File: config.mk
export PLATFORM = sky130hd
export DESIGN_NAME = instr_fetch
export DESIGN_NICKNAME = d
export VERILOG_FILES = /design/src/rtl/uc_pkg.sv /design/src/rtl/if_buffer.sv /design/src/rtl/instr_fetch.sv
export SDC_FILE = /design/constraint.sdc
export NUM_CORES = 1
export LEC_CHECK = 0
export CAP_MARGIN = 30
export CORE_ASPECT_RATIO = 0.7
export CORE_MARGIN = 1.5
export CORE_UTILIZATION = 40
export CTS_BUF_LIST = sky130_fd_sc_hd__clkbuf_4 sky130_fd_sc_hd__clkbuf_8
export CTS_CLUSTER_SIZE = 28
export DETAILED_ROUTE_END_ITERATION = 6
export PLACE_DENSITY = 0.78
export SYNTH_ARGS = -nofsm -noshare
export SYNTH_HDL_FRONTEND = slang
export SYNTH_SLANG_ARGS = --single-unit
File: constraint.sdc
create_clock -name clk -period 5.4 [get_ports clk]
set_input_delay 1.62 -clock clk [delete_from_list [all_inputs] [get_ports clk]]
set_output_delay 1.62 -clock clk [all_outputs]
set_load 0.02 [all_outputs]
File: src/rtl/uc_pkg.sv
// ----------------------------------------------------------------------------
// uc_pkg
// Shared definitions for the micro-controller front end: default program
// address / instruction widths and the instruction-fetch state encoding.
// ----------------------------------------------------------------------------
package uc_pkg;

    // Program counter / program memory address width.
    localparam int unsigned ADDR_WIDTH  = 12;
    // Instruction word width.
    localparam int unsigned INSTR_WIDTH = 16;
    // Depth of the fetch buffer between memory and decoder.
    localparam int unsigned IF_BUF_DEPTH = 2;

    // Fetch sequencer states.
    //   IDLE : no request outstanding, may issue.
    //   WAIT : one request outstanding, its data will be kept.
    //   DROP : one request outstanding, its data will be discarded (flushed).
    typedef enum logic [1:0] {
        IDLE = 2'd0,
        WAIT = 2'd1,
        DROP = 2'd2
    } fetch_state_e;

endpackage : uc_pkg

File: src/rtl/if_buffer.sv
// ----------------------------------------------------------------------------
// if_buffer
// Two-entry FIFO holding fetched {instr, pc} words for the decoder.
// Clear has priority over write and read. A read on an empty buffer is
// ignored. Writing a full buffer (without a same-cycle read) is treated as a
// design error and flagged by an assertion.
//
// Ports
//   clk        in   clock, rising edge
//   rst        in   synchronous active-high reset
//   clr_i      in   drop all entries this edge
//   wr_en_i    in   push wr_data_i
//   wr_data_i  in   entry to push
//   rd_en_i    in   pop the head entry
//   rd_data_o  out  head (oldest) entry
//   count_o    out  number of valid entries (0..2)
// ----------------------------------------------------------------------------
module if_buffer #(
    parameter int unsigned DATA_WIDTH = 28
) (
    input  logic                  clk,
    input  logic                  rst,
    input  logic                  clr_i,
    input  logic                  wr_en_i,
    input  logic [DATA_WIDTH-1:0] wr_data_i,
    input  logic                  rd_en_i,
    output logic [DATA_WIDTH-1:0] rd_data_o,
    output logic [1:0]            count_o
);

    logic [DATA_WIDTH-1:0] mem_q [2];
    logic                  wr_ptr_q;
    logic                  rd_ptr_q;
    logic [1:0]            count_q;

    logic                  do_rd;
    logic                  do_wr;

    // Effective read/write after emptiness/fullness qualification.
    assign do_rd = rd_en_i && (count_q != 2'd0);
    assign do_wr = wr_en_i && ((count_q != 2'd2) || do_rd);

    // Storage, pointers and occupancy.
    always_ff @(posedge clk) begin
        if (rst) begin
            mem_q[0] <= '0;
            mem_q[1] <= '0;
            wr_ptr_q <= 1'b0;
            rd_ptr_q <= 1'b0;
            count_q  <= 2'd0;
        end else if (clr_i) begin
            wr_ptr_q <= 1'b0;
            rd_ptr_q <= 1'b0;
            count_q  <= 2'd0;
        end else begin
            if (do_wr) begin
                mem_q[wr_ptr_q] <= wr_data_i;
                wr_ptr_q        <= ~wr_ptr_q;
            end
            if (do_rd) begin
                rd_ptr_q <= ~rd_ptr_q;
            end
            // Simultaneous push and pop leaves the occupancy unchanged.
            unique case ({do_wr, do_rd})
                2'b10:   count_q <= count_q + 2'd1;
                2'b01:   count_q <= count_q - 2'd1;
                default: count_q <= count_q;
            endcase
        end
    end

    assign rd_data_o = mem_q[rd_ptr_q];
    assign count_o   = count_q;

    // The issue logic never lets a reply land in a full buffer.
    a_no_write_when_full: assert property (
        @(posedge clk) disable iff (rst)
        !(wr_en_i && !clr_i && (count_q == 2'd2))
    );

endmodule : if_buffer

File: src/rtl/instr_fetch.sv
// ----------------------------------------------------------------------------
// instr_fetch
// Instruction fetch unit. Issues single outstanding reads to program memory
// at the address supplied by the program counter, buffers up to two returned
// words with their addresses, and presents the oldest one to the decoder.
// A flush (program counter redirect) empties the buffer and discards any
// reply still in flight.
//
// Ports
//   clk          in   clock, rising edge
//   rst          in   synchronous active-high reset
//   pc_addr      in   current program counter value
//   pc_inc       out  advance program counter by one (same cycle as imem_req)
//   flush        in   redirect, same cycle as the program counter load
//   imem_req     out  program memory read request
//   imem_addr    out  program memory read address
//   imem_rvalid  in   read data valid (1+ cycles after the request)
//   imem_rdata   in   read data
//   if_valid     out  head instruction available
//   if_instr     out  head instruction word
//   if_pc        out  address of the head instruction
//   id_ready     in   decoder accepts the head when if_valid is also 1
//
// imem_req, pc_inc and imem_addr are combinational from the state and the
// current inputs so that the program counter and the memory see the request
// in the cycle it is made. All head outputs read 0 while rst is high.
// ----------------------------------------------------------------------------
module instr_fetch #(
    parameter int unsigned ADDR_WIDTH  = uc_pkg::ADDR_WIDTH,
    parameter int unsigned INSTR_WIDTH = uc_pkg::INSTR_WIDTH
) (
    input  logic                   clk,
    input  logic                   rst,
    input  logic [ADDR_WIDTH-1:0]  pc_addr,
    output logic                   pc_inc,
    input  logic                   flush,
    output logic                   imem_req,
    output logic [ADDR_WIDTH-1:0]  imem_addr,
    input  logic                   imem_rvalid,
    input  logic [INSTR_WIDTH-1:0] imem_rdata,
    output logic                   if_valid,
    output logic [INSTR_WIDTH-1:0] if_instr,
    output logic [ADDR_WIDTH-1:0]  if_pc,
    input  logic                   id_ready
);

    localparam int unsigned ENTRY_W = ADDR_WIDTH + INSTR_WIDTH;

    uc_pkg::fetch_state_e    state_q;
    logic [ADDR_WIDTH-1:0]   pend_pc_q;

    logic [1:0]              buf_count;
    logic [ENTRY_W-1:0]      buf_head;
    logic [ENTRY_W-1:0]      buf_wdata;
    logic                    buf_wr;
    logic                    buf_rd;
    logic                    buf_nonempty;
    logic                    pending;
    logic [2:0]              occupancy;
    logic                    issue;

    // Buffered entries plus the reply still owed by memory.
    assign pending   = (state_q != uc_pkg::IDLE);
    assign occupancy = 3'(buf_count) + 3'(pending);

    // Request only from IDLE, never during a redirect, and only when the
    // reply is guaranteed a free buffer slot.
    assign issue = !rst && (state_q == uc_pkg::IDLE) && !flush
                   && (occupancy < 3'd2);

    assign imem_req  = issue;
    assign pc_inc    = issue;
    assign imem_addr = issue ? pc_addr : '0;

    // Keep a reply only in WAIT; a flush in the same cycle discards it.
    assign buf_wr    = (state_q == uc_pkg::WAIT) && imem_rvalid && !flush;
    assign buf_wdata = {imem_rdata, pend_pc_q};

    assign buf_nonempty = (buf_count != 2'd0);
    assign buf_rd       = buf_nonempty && id_ready && !flush;

    if_buffer #(
        .DATA_WIDTH (ENTRY_W)
    ) u_if_buffer (
        .clk       (clk),
        .rst       (rst),
        .clr_i     (flush),
        .wr_en_i   (buf_wr),
        .wr_data_i (buf_wdata),
        .rd_en_i   (buf_rd),
        .rd_data_o (buf_head),
        .count_o   (buf_count)
    );

    // Decoder-facing view of the head entry, forced to 0 under reset.
    assign if_valid = !rst && buf_nonempty;
    assign if_instr = rst ? '0 : buf_head[ENTRY_W-1 -: INSTR_WIDTH];
    assign if_pc    = rst ? '0 : buf_head[ADDR_WIDTH-1:0];

    // Fetch sequencer and pending-address register.
    always_ff @(posedge clk) begin
        if (rst) begin
            state_q   <= uc_pkg::IDLE;
            pend_pc_q <= '0;
        end else begin
            unique case (state_q)
                uc_pkg::IDLE: begin
                    if (issue) begin
                        state_q   <= uc_pkg::WAIT;
                        pend_pc_q <= pc_addr;
                    end
                end
                uc_pkg::WAIT: begin
                    // Reply arriving with a flush is simply not written.
                    if (imem_rvalid) begin
                        state_q <= uc_pkg::IDLE;
                    end else if (flush) begin
                        state_q <= uc_pkg::DROP;
                    end
                end
                uc_pkg::DROP: begin
                    // The reply DROP waits for is the one outstanding request,
                    // so it ends DROP even under a further flush; a flush
                    // without the reply keeps DROP.
                    if (imem_rvalid) begin
                        state_q <= uc_pkg::IDLE;
                    end
                end
                default: begin
                    state_q <= uc_pkg::IDLE;
                end
            endcase
        end
    end

endmodule : instr_fetch

Yosys cells after proc, flatten, opt, wreduce, memory -nomap -nowiden
Memories as Yosys holds them, arrays and structs flattened. A register that Yosys moved wholly into a read port is not among the register bits.
Index checks and enable logic that the tools add are counted.
- bits in registers: 18
- memory bits (writable): 56
- input port bits: 33
- output and inout bits: 43
- memories kept: 1
- memories (memory ; words ; width ; read ports ; clocked after memory_dff ; write ports ; RTL line ; source):
    u_if_buffer.mem_q ; 2 ; 28 ; 1 ; 1 ; 2 ; if_buffer.sv:31 ; logic [DATA_WIDTH-1:0] mem_q [2];
- add/subtract/negate cells: 3
- magnitude comparators: 1
- equal/unequal tests: 8
- multiplexer cells: 20
- bitwise logic cells: 2
- reductions and logical operators: 21
- operators with widths (cell ; number):
    2-to-1 mux 28 bit ; 1
    OR reduction 28 bit ; 1
    2-to-1 mux 12 bit ; 2
    2-to-1 mux 16 bit ; 1
    logical AND 1 bit ; 10
    2-to-1 mux 1 bit ; 10
    2-to-1 mux 2 bit ; 4
    inequality test 2 bit, second input constant ; 3
    one-hot mux 2 bit (3 select lines) ; 1
    nonzero test 2 bit ; 3
    equality test 2 x 1 -> 1 bit, second input constant ; 2
    equality test 2 bit, second input constant ; 2
    one-hot mux 2 bit (2 select lines) ; 1
    adder 2 x 1 -> 3 bit ; 1
    less-than comparator 3 x 2 -> 1 bit, second input constant ; 1
    inequality test 3 bit, second input constant ; 1
    AND reduction 3 bit ; 1
    adder 2 x 1 -> 2 bit, second input constant ; 1
    logical NOT 1 bit ; 2
    logical NOT 2 bit ; 1
    inverter 1 bit ; 2
    AND reduction 2 bit ; 1
    OR reduction 2 bit ; 1
    subtractor 2 x 1 -> 2 bit, second input constant ; 1
    logical OR 1 bit ; 1

Logic depth before layout (Yosys ltp)
Gate-level depths: netlist of run 1.
- depth after elaboration: 12
- depth in mapped cells: 6
- depth with buffers taken out: 3

Hierarchy
Synthesis of run 1 repeated with hierarchy kept, for this count alone.
- cells, all modules: 264
- area total of the unflattened synthesis: 3464.6 µm²
- modules (own cells, without submodules) (module ; times used ; cells each ; area an instance (µm²)):
    if_buffer ; 1 ; 174 ; 2687.6
    instr_fetch ; 1 ; 90 ; 777.0

Worst setup path before layout of run 1
OpenSTA, ideal clock, no wires.
- kind: input port to output port
- start: in rst
- end: out pc_inc
- arrival time: 2859 ps
- path slack: 921 ps
- stages: 4
- cells stage by stage: or4_1 -> clkbuf_1 -> nor2_1 -> buf_4
- word-level cells in the longest chain between the ends: 4
- ends and longest elaborated chain (element ; RTL line ; source):
    start, declared ; instr_fetch.sv:33 ; input logic rst,
    logical NOT 1 bit ; instr_fetch.sv:68 ; assign issue = !rst && (state_q == uc_pkg::IDLE) && !flush
    logical AND 1 bit (2 in a row) ; instr_fetch.sv:68 ;
    logical AND 1 bit ; instr_fetch.sv:69 ; && (occupancy < 3'd2);
    end, declared ; instr_fetch.sv:35 ; output logic pc_inc,
Every way passes these cells.

Worst setup path after layout of run 1
- start: in flush
- end: out imem_req
- word-level cells in the longest chain between the ends: 3
- ends and longest elaborated chain (element ; RTL line ; source):
    start, declared ; instr_fetch.sv:36 ; input logic flush,
    logical NOT 1 bit ; instr_fetch.sv:68 ;
    logical AND 1 bit ; instr_fetch.sv:68 ;
    logical AND 1 bit ; instr_fetch.sv:69 ;
    end, declared ; instr_fetch.sv:37 ; output logic imem_req,
Every way passes these cells.

==> results of run 1 <==
-- worst paths after layout --
check                                   to  depth (start not counted)  slack, ns          from
setup / recovery                  imem_req                          4       0.47         flush
hold / removal                pend_pc_q[3]                          2       0.49  pend_pc_q[3]
setup reg to reg  u_if_buffer.mem_q[0][22]                          4       3.21    state_q[0]
hold reg to reg               pend_pc_q[3]                          2       0.49  pend_pc_q[3]
-- layout by cell type, fill, tap and decap left out, drive strengths merged, types with 2 or more instances in the layout --
cell type	instances
clkdlybuf4s50	74
and2	58
edfxtp	56
nor2	36
mux2i	28
dfxtp	19
inv	17
o21ai	13
a21oi	13
nand3	12
clkbuf	9
buf	9
clkinv	3
nor3	2
a21o	2
nand2	2
nor4	2
-- cell type report --
type                            instances  area (µm²)  area share [%]
Sequential cell                        75        2063           46.50
Timing Repair Buffer                   83       805.8           18.16
Clock inverter                          7       51.30           1.156
Multi-Input combinational cell        185        1209           27.24
Clock buffer                            9       123.9           2.792
Inverter                               14       52.55           1.184
Tap cell                              105       131.4           2.961
-- metal layers --
metal / share of wire (%) / routed length [µm]
met1: 50 / 3456
met2: 44 / 3049
met3: 5.2 / 361
met4: 0.69 / 48
met5: 0 / 0
-- tightest hold or removal path, delay by kind of cell (launching register included) --
kind / cells / cell delay, ns
AOI/OAI and AO/OA: 2 / 0.14
DFF: 1 / 0.32
-- sequential cells by signal, indices dropped and copies added (netlist names), named ones only --
register              flops
state_q                   2
u_if_buffer.count_o       2
u_if_buffer.wr_ptr_q      1
u_if_buffer.rd_ptr_q      1
pend_pc_q                12
u_if_buffer.mem_q        56
-- through the flow --
| stage | hold WS (ns) | total power [mW] | instances | area [µm²] | utilization [%] |
|---|---|---|---|---|---|
| 2_1_floorplan | 0.4579 | 0.7177 | 293 | 3422 | - |
| 6_report | 0.4924 | 1.158 | 478 | 4437 | 52.99 |
| 3_3_place_gp | 0.4710 | 0.7826 | 462 | 4262 | 50.90 |
| 5_1_grt | 0.5315 | 1.205 | 478 | 4437 | 52.99 |
| 4_1_cts | 0.4923 | 1.166 | 478 | 4437 | 52.99 |
| 3_5_place_dp | 0.4803 | 0.7858 | 462 | 4262 | 50.90 |
-- kinds of logic (layout without fill, tap and decap cells) --
| group | after synthesis | in the layout | share of synthesized area (%) |
|---|---|---|---|
| compound gates | 34 | 34 | 5.704 |
| simple gates | 120 | 120 | 20.33 |
| mux | 29 | 29 | 8.519 |
| buf+inv | 33 | 113 | 4.680 |
| flops | 75 | 75 | 60.26 |
| xor+xnor | 2 | 2 | 0.5120 |
-- power by group through the flow --
stage / Combinational, mW / Sequential [mW] / Clock (mW)
2_1_floorplan: 0.0593 / 0.658 / 0
6_report: 0.122 / 0.650 / 0.387
3_3_place_gp: 0.121 / 0.662 / 0
5_1_grt: 0.132 / 0.652 / 0.421
4_1_cts: 0.123 / 0.650 / 0.393
3_5_place_dp: 0.123 / 0.663 / 0
==> qor.csv, run 1 <==
metric;value;unit
gr busiest metal;met2;
Fill cells;722;
post-synth top area share;49.14;%
Reg power frac;56.1;%
EDFF count, synth;56;
ANT nets after route;0;
worst hold path type;reg -> reg;
Combinational Power Share;10.5;%
Async S/R FF share, synth;0;%
initial antenna violation count;0;
share of cells above drive strength 1;8.847;%
wire per inst;14.47;µm
hold buffers post-CTS;0;
drc violations;1;
gr usage total;15.99;%
Unique masters post-synth;36;
maximum resistive drop on vdd;97.92;µV
Overflow after GRT;0;
postcts setup bufs;0;
Total Nets Final;401;
Die Ht;80.39;µm
switching share of total power;25.09;%
Tightest Pin Transition;0.8947;ns
Yosys warning count;0;
failing checks;design-rule violations;
drt initial violations;87;
CP Capture Type;primary output;
Initial Utilization;40.87;%
Mean Syn Cell Area;11.68;µm²
Port Buffers;75;
TritonCTS Buffers;9;
Worst setup SP type;primary input;
post-place setup slack;0.4789;ns
routed via count;2321;
CP delay by family, top;buffers and inverters;
CTS Root Buffer Type;clkbuf_8;
Final min period;4.927;ns
Cell Chain, Critical Path;clkdlybuf4s50_1 -> or4_1 -> nor2_1 -> clkdlybuf4s50_1;
largest area contributor in the netlist;edfxtp_1;
post-synthesis register bit count;75;
clk_skew;0.008460;ns
Post-synth top cells;and2_1 (58), edfxtp_1 (56), nor2_1 (36), mux2i_1 (28), dfxtp_1 (19);
P_sw;0.2906;mW
first-pass GRT wire length;11.09;mm
core area;8373;µm²
Syn Nets;326;
Via density;4.856;
Reg clk slew, reported paths;0.09;ns
Max Slew Vio Count;0;
Max Cap Viol;0;
RSZ-0062 raised after global routing;no;
I/O pin total;76;
Clock Path Buffers;2;
overall routed net length;6.916;mm
GP Congestion;0.7673;
FP Rows;28;
Slew HR;40.35;%
largest net degree at the start of global routing;49;
H-tree Lvls;3;
first-pass iteration count of the detailed router;7;
synthesized cell area;3422;µm²
final worst setup slack;0.4733;ns
number of diodes;0;
met3 usage;4.679;%
TNS Setup;0;ns
die area;9128;µm²
synth top area cells;edfxtp_1 (49%), dfxtp_1 (11%), and2_1 (11%);
f_max;0.2030;GHz
fin crit share;91.23;%
crit path buf inv count;2;
grt met1 use;21.31;%
Sink Count;75;
final hold violations;0;
worst setup path category;in -> out;
Cell Pwr Density;261.1;nW/µm²
number of global-route vias before repair;2239;
worst skew pair latency;0.35;ns
Static Leak;1.669;nW
CTS tree;yes;
met2 usage;24.64;%
most common cell in the netlist;and2_1;
Worst path most repeated cell;clkdlybuf4s50_1;
slowest CP cell;clkdlybuf4s50_1;
max incr delay on CP;0.63;ns
Int Pwr;0.8677;mW
cells after synthesis;293;
critical path required time;3.78;ns
proportion of power drawn by the clock network;33.4;%
final setup fails;0;
cts repair resizes;0;
CP arrival;3.31;ns
post-synthesis sequential area ratio;60.26;%
Area growth, synth to finish;29.65;%
status;complete, but fails checks;
Die X;113.6;µm
hpwl dp;4.505;mm
Synth Flop Type;edfxtp_1;
crit-path max FO;3;
No activity file was read; power rests on OpenSTA's default activity.
==> inputs of run 2 (changes only) <==
- CORE_UTILIZATION: 40 -> 50
- PLACE_DENSITY: 0.78 -> 0.91
==> qor.csv, run 2 (same netlist as run 1, synthesis figures left out) <==
metric;value;unit;change
status;finished, final reports clean;;
grt met1 use;25.56;%;+4.3 points
fin crit share;92.40;%;+1.2 points
Non-Filler Instances;464;;-2.9%
hold_sp;pend_pc_q[7];;
clk_skew;0.005341;ns;-0.003119 ns
R2R Path Start;state_q[0];;
wire per inst;15.22;µm;+5.2%
GP Congestion;0.7673;;unchanged
drt initial violations;102;;+17%
cts repair resizes;0;;unchanged
gr busiest metal;met2;;
Layout Utilization;68.96;%;+16 points
first-pass iteration count of the detailed router;4;;-3
R2R Setup Slk;2.92;ns;-0.29 ns
worst hold path type;reg -> reg;;
die area;7357;µm²;-19%
share of cells above drive strength 1;8.847;%;unchanged
final setup fails;0;;unchanged
Total Nets Final;401;;unchanged
RR Endpoint;u_if_buffer.mem_q[0][6];;
overall routed net length;7.064;mm;+2.1%
placed cell count;448;;-3.0%
Cell Pwr Density;263.7;nW/µm²;+1.0%
final worst setup slack;0.4104;ns;-0.06296 ns
postcts setup bufs;0;;unchanged
I/O pin total;76;;unchanged
first-pass GRT wire length;11.18;mm;+0.81%
most common cell after layout, fill and taps aside;clkdlybuf4s50_1;;
Reg clk slew, reported paths;0.07;ns;-0.02 ns
f_max;0.2004;GHz;-1.3%
CP Capture Type;primary output;;
Clock Path Buffers;2;;unchanged
routed via count;2412;;+3.9%
Max Cap Viol;0;;unchanged
Via density;5.198;;+7.1%
WHS Path Cells;2;;unchanged
Fill cells;488;;-32%
commonest cells after routing, fill and taps aside;clkdlybuf4s50_1 (74), and2_1 (58), edfxtp_1 (56), nor2_1 (36), mux2i_1 (28);;
multi-input logic area;1209;µm²;unchanged
H-tree Lvls;3;;unchanged
Worst setup SP type;primary input;;
Initial Utilization;53.25;%;+12 points
hpwl dp;4.816;mm;+6.9%
Overflow after GRT;0;;unchanged
CP arrival;3.37;ns;+0.06 ns
drc violations;0;;-1
number of global-route vias before repair;2425;;+8.3%
R2R depth;4;;unchanged
post-place setup slack;0.4170;ns;-0.06188 ns
Area growth, synth to finish;29.51;%;
met3 usage;6.455;%;+1.8 points
Static Leak;1.666;nW;-0.15%
CTS tree;yes;;
number of diodes;0;;unchanged
max FFs per register;56;;unchanged
ANT nets after route;0;;unchanged
Sink Count;75;;unchanged
gr usage total;20.34;%;+4.3 points
RSZ-0062 raised after global routing;no;;
TNS Setup;0;ns;unchanged
Hold Path Sink;pend_pc_q[7];;
worst setup path category;in -> out;;
maximum resistive drop on vdd;140.2;µV;+43%
initial antenna violation count;0;;unchanged
FP Rows;24;;-14%
crit-path max FO;3;;unchanged
Die X;101.9;µm;-10%
Tightest Pin Transition;0.9068;ns;+0.01206 ns
Die Ht;72.22;µm;-10%
Port Buffers;75;;unchanged
register area;2063;µm²;unchanged
met2 usage;34.22;%;+9.6 points
worst skew pair latency;0.34;ns;about the same
Biggest register;u_if_buffer.mem_q;;
critical path required time;3.78;ns;about the same
core area;6426;µm²;-23%
final hold violations;0;;unchanged
CTS Root Buffer Type;clkbuf_8;;
Final min period;4.990;ns;+0.06296 ns
largest net degree at the start of global routing;42;;-14%
Max Slew Vio Count;0;;unchanged
Largest regs;u_if_buffer.mem_q x56, pend_pc_q x12;;
TritonCTS Buffers;9;;unchanged
Slew HR;39.55;%;-0.80 points
hold buffers post-CTS;0;;unchanged
==> run 2: worst max path at each step <==
stage / slack, ns / from / end
finish: 0.41 / flush / pc_inc
detailed placement: 0.42 / flush / pc_inc
floorplan: 0.92 / rst / pc_inc
CTS: 0.42 / flush / pc_inc
global placement: 0.42 / flush / pc_inc
global route: 0.37 / flush / pc_inc
==> run 2: layout make-up <==
cell class / instances / area share [%]
Multi-Input combinational cell: 185 / 27.27
Clock buffer: 11 / 3.416
Inverter: 14 / 1.186
Tap cell: 91 / 2.569
Sequential cell: 75 / 46.56
Clock inverter: 5 / 0.8187
Timing Repair Buffer: 83 / 18.18
==> run 2: routing by layer <==
layer	wire [µm]	share of wire [%]	vias to the layer above
li1	-	-	1163
met1	3119	44	1168
met2	3506	50	75
met3	391	5.5	6
met4	46	0.65	0
met5	0	0	-
==> run 2: metrics by stage <==
stage	cell area [µm²]	total power, mW	hold WS (ns)
global placement	4244	0.7819	0.4654
detailed placement	4244	0.7868	0.4849
global route	4432	1.214	0.5233
finish	4432	1.169	0.4919
floorplan	3422	0.7177	0.4579
CTS	4432	1.179	0.4960
==> run 2: power breakdown <==
part	leakage (nW)	switching (mW)	internal (mW)
combinational	0.844	0.0642	0.0593
sequential	0.734	0.0110	0.639
clock	0.0880	0.203	0.192
==> run 2: worst max-delay path, stage by stage <==
cell             delay, ns
clkdlybuf4s50_1       0.47
or4_1                 0.46
nor2_1                0.17
clkdlybuf4s50_1       0.65
